$ cat config.mk
export PLATFORM = sky130hd
export DESIGN_NAME = branch_resolver
export DESIGN_NICKNAME = d
export VERILOG_FILES = /design/src/rtl/branch_pkg.sv /design/src/rtl/branch_cond_eval.sv /design/src/rtl/branch_resolver.sv
export SDC_FILE = /design/constraint.sdc
export NUM_CORES = 1
export LEC_CHECK = 0
export BUFFER_PORTS_ARGS = -buffer_cell sky130_fd_sc_hd__buf_4
export CORE_ASPECT_RATIO = 1.4
export CORE_MARGIN = 3
export CORE_UTILIZATION = 48
export DETAILED_ROUTE_END_ITERATION = 6
export PLACE_DENSITY = 0.75
export SYNTH_ARGS = -nofsm -noshare
export SYNTH_HDL_FRONTEND = slang
export SYNTH_SLANG_ARGS = --single-unit
export TNS_END_PERCENT = 50
$ cat constraint.sdc
create_clock -name clock -period 2.4 [get_ports clock]
set_input_delay 0.48 -clock clock [delete_from_list [all_inputs] [get_ports clock]]
set_output_delay 0.48 -clock clock [all_outputs]
set_load 0.01 [all_outputs]
$ cat src/rtl/branch_pkg.sv
`default_nettype none
// ============================================================================
// Module      : branch_pkg
// Description : Shared types and the condition-evaluation helper for the
//               conditional-branch resolver.
// Revision    : 1.0 - initial release
// ============================================================================
package branch_pkg;

    // Condition codes carried on branch_cond
    typedef enum logic [2:0] {
        COND_ALWAYS = 3'b000,
        COND_EQ     = 3'b001,
        COND_NE     = 3'b010,
        COND_LT     = 3'b011,
        COND_GE     = 3'b100,
        COND_GT     = 3'b101,
        COND_LE     = 3'b110,
        COND_NEVER  = 3'b111
    } branch_cond_t;

    // Resolver FSM states, explicitly encoded
    typedef enum logic [1:0] {
        IDLE       = 2'd0,
        WAIT_FLAGS = 2'd1,
        DONE       = 2'd2
    } branch_state_t;

    // Returns 1 when the condition holds for the given Z/N flags
    function automatic logic cond_taken(
        input branch_cond_t cond,
        input logic         z,
        input logic         n
    );
        logic w_taken;
        case (cond)
            COND_ALWAYS: w_taken = 1'b1;
            COND_EQ:     w_taken = z;
            COND_NE:     w_taken = !z;
            COND_LT:     w_taken = n;
            COND_GE:     w_taken = !n;
            COND_GT:     w_taken = !n && !z;
            COND_LE:     w_taken = n || z;
            default:     w_taken = 1'b0;   // COND_NEVER
        endcase
        return w_taken;
    endfunction

endpackage
`default_nettype wire

$ cat src/rtl/branch_cond_eval.sv
`default_nettype none
// ============================================================================
// Module      : branch_cond_eval
// Description : Combinational branch-condition evaluation on Z/N flags.
// Revision    : 1.0 - initial release
// ============================================================================
module branch_cond_eval
    import branch_pkg::*;
(
    input  logic [2:0] i_cond,
    input  logic       i_flag_z,
    input  logic       i_flag_n,
    output logic       o_taken
);

    // Pure decode of the condition code against the flags
    assign o_taken = cond_taken(branch_cond_t'(i_cond), i_flag_z, i_flag_n);

endmodule
`default_nettype wire

$ cat src/rtl/branch_resolver.sv
`default_nettype none
// ============================================================================
// Module      : branch_resolver
// Description : Resolves conditional-branch requests against the status
//               flags, waiting out any flag write in flight, and issues a
//               one-cycle PC-load command plus a saturating taken counter.
// Revision    : 1.0 - initial release
// ============================================================================
module branch_resolver
    import branch_pkg::*;
#(
    parameter int ADDR_WIDTH  = 8,
    parameter int COUNT_WIDTH = 16
) (
    input  logic                   clock,
    input  logic                   branch_reset_n,
    input  logic                   branch_req,
    input  logic [2:0]             branch_cond,
    input  logic [ADDR_WIDTH-1:0]  branch_target,
    input  logic                   flag_Z,
    input  logic                   flag_N,
    input  logic                   status_wr,
    output logic                   branch_ack,
    output logic                   pc_load,
    output logic [ADDR_WIDTH-1:0]  pc_target,
    output logic                   branch_busy,
    output logic [COUNT_WIDTH-1:0] taken_count
);

    localparam logic [COUNT_WIDTH-1:0] c_count_max = '1;

    branch_state_t          r_state;
    branch_cond_t           r_cond;
    logic [ADDR_WIDTH-1:0]  r_target;
    logic                   r_ack;
    logic                   r_load;
    logic [ADDR_WIDTH-1:0]  r_pc_target;
    logic                   r_busy;
    logic [COUNT_WIDTH-1:0] r_count;

    logic [2:0]             w_eval_cond;
    logic [ADDR_WIDTH-1:0]  w_eval_target;
    logic                   w_taken;
    logic                   w_resolve;

    // In IDLE the request is evaluated straight off the inputs (same cycle
    // it is latched); in WAIT_FLAGS the latched copy is used so later
    // changes on the request bus cannot leak in.
    assign w_eval_cond   = (r_state == IDLE) ? branch_cond   : r_cond;
    assign w_eval_target = (r_state == IDLE) ? branch_target : r_target;

    // Resolution happens only when no flag write is in flight this cycle
    assign w_resolve = !status_wr &&
                       (((r_state == IDLE) && branch_req) || (r_state == WAIT_FLAGS));

    branch_cond_eval u_cond_eval (
        .i_cond   (w_eval_cond),
        .i_flag_z (flag_Z),
        .i_flag_n (flag_N),
        .o_taken  (w_taken)
    );

    // FSM, request latches, registered outputs and taken counter
    always_ff @(posedge clock) begin
        if (!branch_reset_n) begin
            r_state     <= IDLE;
            r_cond      <= COND_ALWAYS;
            r_target    <= '0;
            r_ack       <= 1'b0;
            r_load      <= 1'b0;
            r_pc_target <= '0;
            r_busy      <= 1'b0;
            r_count     <= '0;
        end else begin
            r_ack  <= 1'b0;
            r_load <= 1'b0;

            case (r_state)
                IDLE: begin
                    if (branch_req) begin
                        r_cond   <= branch_cond_t'(branch_cond);
                        r_target <= branch_target;
                        r_busy   <= 1'b1;
                        r_state  <= status_wr ? WAIT_FLAGS : DONE;
                    end
                end
                WAIT_FLAGS: begin
                    if (!status_wr) begin
                        r_state <= DONE;
                    end
                end
                DONE: begin
                    r_state <= IDLE;
                    r_busy  <= 1'b0;
                end
                default: begin
                    r_state <= IDLE;
                    r_busy  <= 1'b0;
                end
            endcase

            // Entering DONE: present ack/pc_load for exactly the DONE cycle
            if (w_resolve) begin
                r_ack  <= 1'b1;
                r_load <= w_taken;
                if (w_taken) begin
                    r_pc_target <= w_eval_target;
                    if (r_count != c_count_max) begin
                        r_count <= r_count + 1'b1;
                    end
                end
            end
        end
    end

    assign branch_ack  = r_ack;
    assign pc_load     = r_load;
    assign pc_target   = r_pc_target;
    assign branch_busy = r_busy;
    assign taken_count = r_count;

endmodule
`default_nettype wire
==> results.md <==
- Grt met1 use: roughly a quarter
- Site Rows: 26
- Post-layout util: 65.5%
- Max_slew headroom: a little over two thirds
- Clk pin slew, worst setup/hold paths: 0.08 ns
- Worst skew pair latency: slightly below 0.3 ns
- Critical path type: reg -> reg
- Net count, final: 308
- Leak: 0.991 nW
- CP peak stage delay: 0.54 ns
- Crit-path slowest cell: or4_1
- Global Route Usage Sum: 20.2%
- Final non-filler cell total: 333
- Synth Flop Type: dfxtp_1
- Dpl cells: around 330
- Setup WS post-layout: 0.133 ns
- Area share of the largest cell type after synthesis: between 40% and 50%
- Area of the mapped netlist: a little under 0.002 mm2
- Iter 0 DRT Violations: 127
- Residual DRC: 0
- Tightest Hold Check Type: in -> reg
- Initial antenna violation count: 0
- CP endpoint kind: register
- Max Fanout on Critical Path: 18
- Yosys top cell by area: dfxtp_1
- Ratio of cells with drive above 1 in the final layout: 25.1%
- Vias in the first global route: 1,792
- Register area share after synthesis: 40.9%
- Mapped Nets: 256
- Synthesized area per cell: about 8 um2
- RSZ-0062 raised after global routing: no
- M3 GR Usage: 3.46%
- Setup Fix Bufs, Post-CTS: 0
- Fin. Hold Viols: 0
- Setup violations, final: 0
- Status: complete, no violations
- Count of input and output buffers: 43
- Synth unique cells: 40
- Flop pwr share: 51.1%
- GRT busiest layer: met2
- CTS H-tree depth: 2
- Vias/cell: 5.84
- Sw Ratio: 27.5%
- Antenna cells: 0
- Dpl hpwl: 3370 um
- Max clock buf depth: 2
- DR WL/cell: 13.9 um
- YS warnings: 0
- Router iterations before antenna repair: 4
- Resize count post-CTS: 0
- Place WS: -0.148 ns
- CP cell instances: or4_1 -> o31ai_2 -> a211oi_2 -> mux2_4 -> buf_4 -> nor4b_1 -> mux2i_1
- Count leader, synth: nand2_1
- Total global routing overflow: 0
- VDD IR max: 0.435 mV
- Req. time, crit path: 2.62 ns
- Antenna viol nets, final: 0
- Seq cells post-synth: 40
- Final Total Pwr: 1.39 mW
- Clock power frac: 31.1%
- First-pass GRT wire length: 7710 um
- Crit path DAT: 2.49 ns
- Via count: slightly below 2k
- Met2 Use GR: 34.5%
- Drt total wl: ~4600 um
- Share of synthesized flip-flops with an asynchronous set or reset: 0%
- Die H: 81.5 um
- Top post-synthesis cells by area: dfxtp_1 41%, nand2_1 8.8%, a21oi_1 6.9%
- Number of synthesized flops with an enable pin: 0
- Hold Buf Count CTS: 0
- Die width: 59.9 um
- Comb power frac: 17.7%
- Clock sinks: 40
- Cell area after layout: 0.00247 mm2
- Minimum clock period: 2.27 ns
- Initial core utilization: 51.8%
- GP Congestion: around 0.9
- Fmax achieved: 441 MHz
- CTS Buf Count: 5
- Ports: 44
- Final Max Slew Viols: 0
- Crit share post-route: 94.5%
- Pwr dens: 563 mW/mm2
- Mapped Cells: ~240
- TritonCTS clock tree: yes
- Post-DP Area: roughly 0.0024 mm2
- CP startpoint kind: register
- Largest net degree at the start of global routing: 30
- Post-synth top cells: 46 x nand2_1, 40 x dfxtp_1, 27 x a21oi_1
- Worst Tran Pin Value: around 0.44 ns
- Int Power: 1.01 mW
- Root buffer cell: clkbuf_8
- Clk_skew: 0.00503 ns
- Crit-path leading delay family: simple AND/OR/NAND/NOR gates
- Die area: 0.00489 mm2
- Buffers plus inverters on the worst setup path: 1
- Area Growth Syn to Fin: 26.4%
- Psw: approximately 380 uW
- Number of max-cap violations: 0
- Core outline area: 0.00377 mm2
[worst reg2reg max path, cell delays in order, from the launching register on]
cell	delay, ns
dfxtp_1	0.35
or4_1	0.54
o31ai_2	0.10
a211oi_2	0.08
mux2_4	0.37
buf_4	0.17
nor4b_1	0.38
mux2i_1	0.21
[worst paths after layout]
path | startpoint | end | slack (ns) | depth (start not counted)
setup / recovery | r_state[0]$_SDFFE_PN0P_ | taken_count[2]$_SDFFE_PN0P_ | 0.13 | 7
hold / removal | status_wr | branch_ack$_SDFF_PN0_ | 0.37 | 2
setup reg to reg | r_state[0]$_SDFFE_PN0P_ | taken_count[2]$_SDFFE_PN0P_ | 0.13 | 7
hold reg to reg | r_target[1]$_SDFFE_PN0P_ | r_target[1]$_SDFFE_PN0P_ | 0.45 | 2
[layout make-up]
class,count,area [um2]
fill,339,1300
multi-input combinational,182,1080
sequential,40,801
timing repair buffer,59,443
clock buffer,5,68.8
tap,42,52.6
clock inverter,3,18.8
inverter,2,7.51
[logic make-up (layout without fill, tap and decap cells)]
group,count (synthesis),in the layout,synth area share (%)
compound gates,65,65,21.6
mux,12,12,6.46
fa+ha+maj,1,1,0.640
buf+inv,16,69,3.78
flops,40,40,40.9
simple gates,104,104,26.6
[metal layers]
| layer | share of wire [%] | up-vias | routed length [um] |
|---|---|---|---|
| met5 | 0 | - | 0 |
| met4 | 1.7 | 0 | 80 |
| met3 | 5.8 | 10 | 268 |
| met2 | 50 | 54 | 2300 |
| met1 | 43 | 899 | 1970 |
| li1 | - | 983 | - |
[metrics by stage]
step	hold WS, ns	TNS (ns)
3_5_place_dp	0.443	-0.709
2_1_floorplan	0.433	0
4_1_cts	0.366	0
3_3_place_gp	0.438	-0.317
5_1_grt	0.374	0
6_report	0.373	0
[cell usage in the layout, fill, tap and decap left out, types with 2 or more instances in the layout]
master,n
o31ai_1,6
o41ai_1,2
buf_4,59
o21ai_0,9
nand2b_1,12
nand4_1,4
a311oi_1,8
and2_1,2
nor2_1,7
clkbuf_8,5
and3_1,2
mux2i_1,10
dfxtp_1,40
nor4_1,3
clkinv_2,2
a31oi_1,2
or4_1,8
a21oi_1,27
nand2_1,46
inv_1,2
nor3_1,7
nand3_1,8
[sequential cells by signal, indices dropped and copies added, names as in the netlist]
signal       count
pc_target        8
taken_count     16
r_cond           3
r_state          2
branch_ack       1
branch_busy      1
r_target         8
pc_load          1
[power by group through the flow]
stage / clock network (mW) / logic [mW] / registers (mW)
final: 0.433 / 0.247 / 0.712
after detailed placement: 0 / 0.248 / 0.727
after global placement: 0 / 0.245 / 0.727
after global routing: 0.482 / 0.276 / 0.715
after floorplan: 0 / 0.135 / 0.732
after CTS: 0.449 / 0.248 / 0.712
No activity file was read; power rests on OpenSTA's default activity.
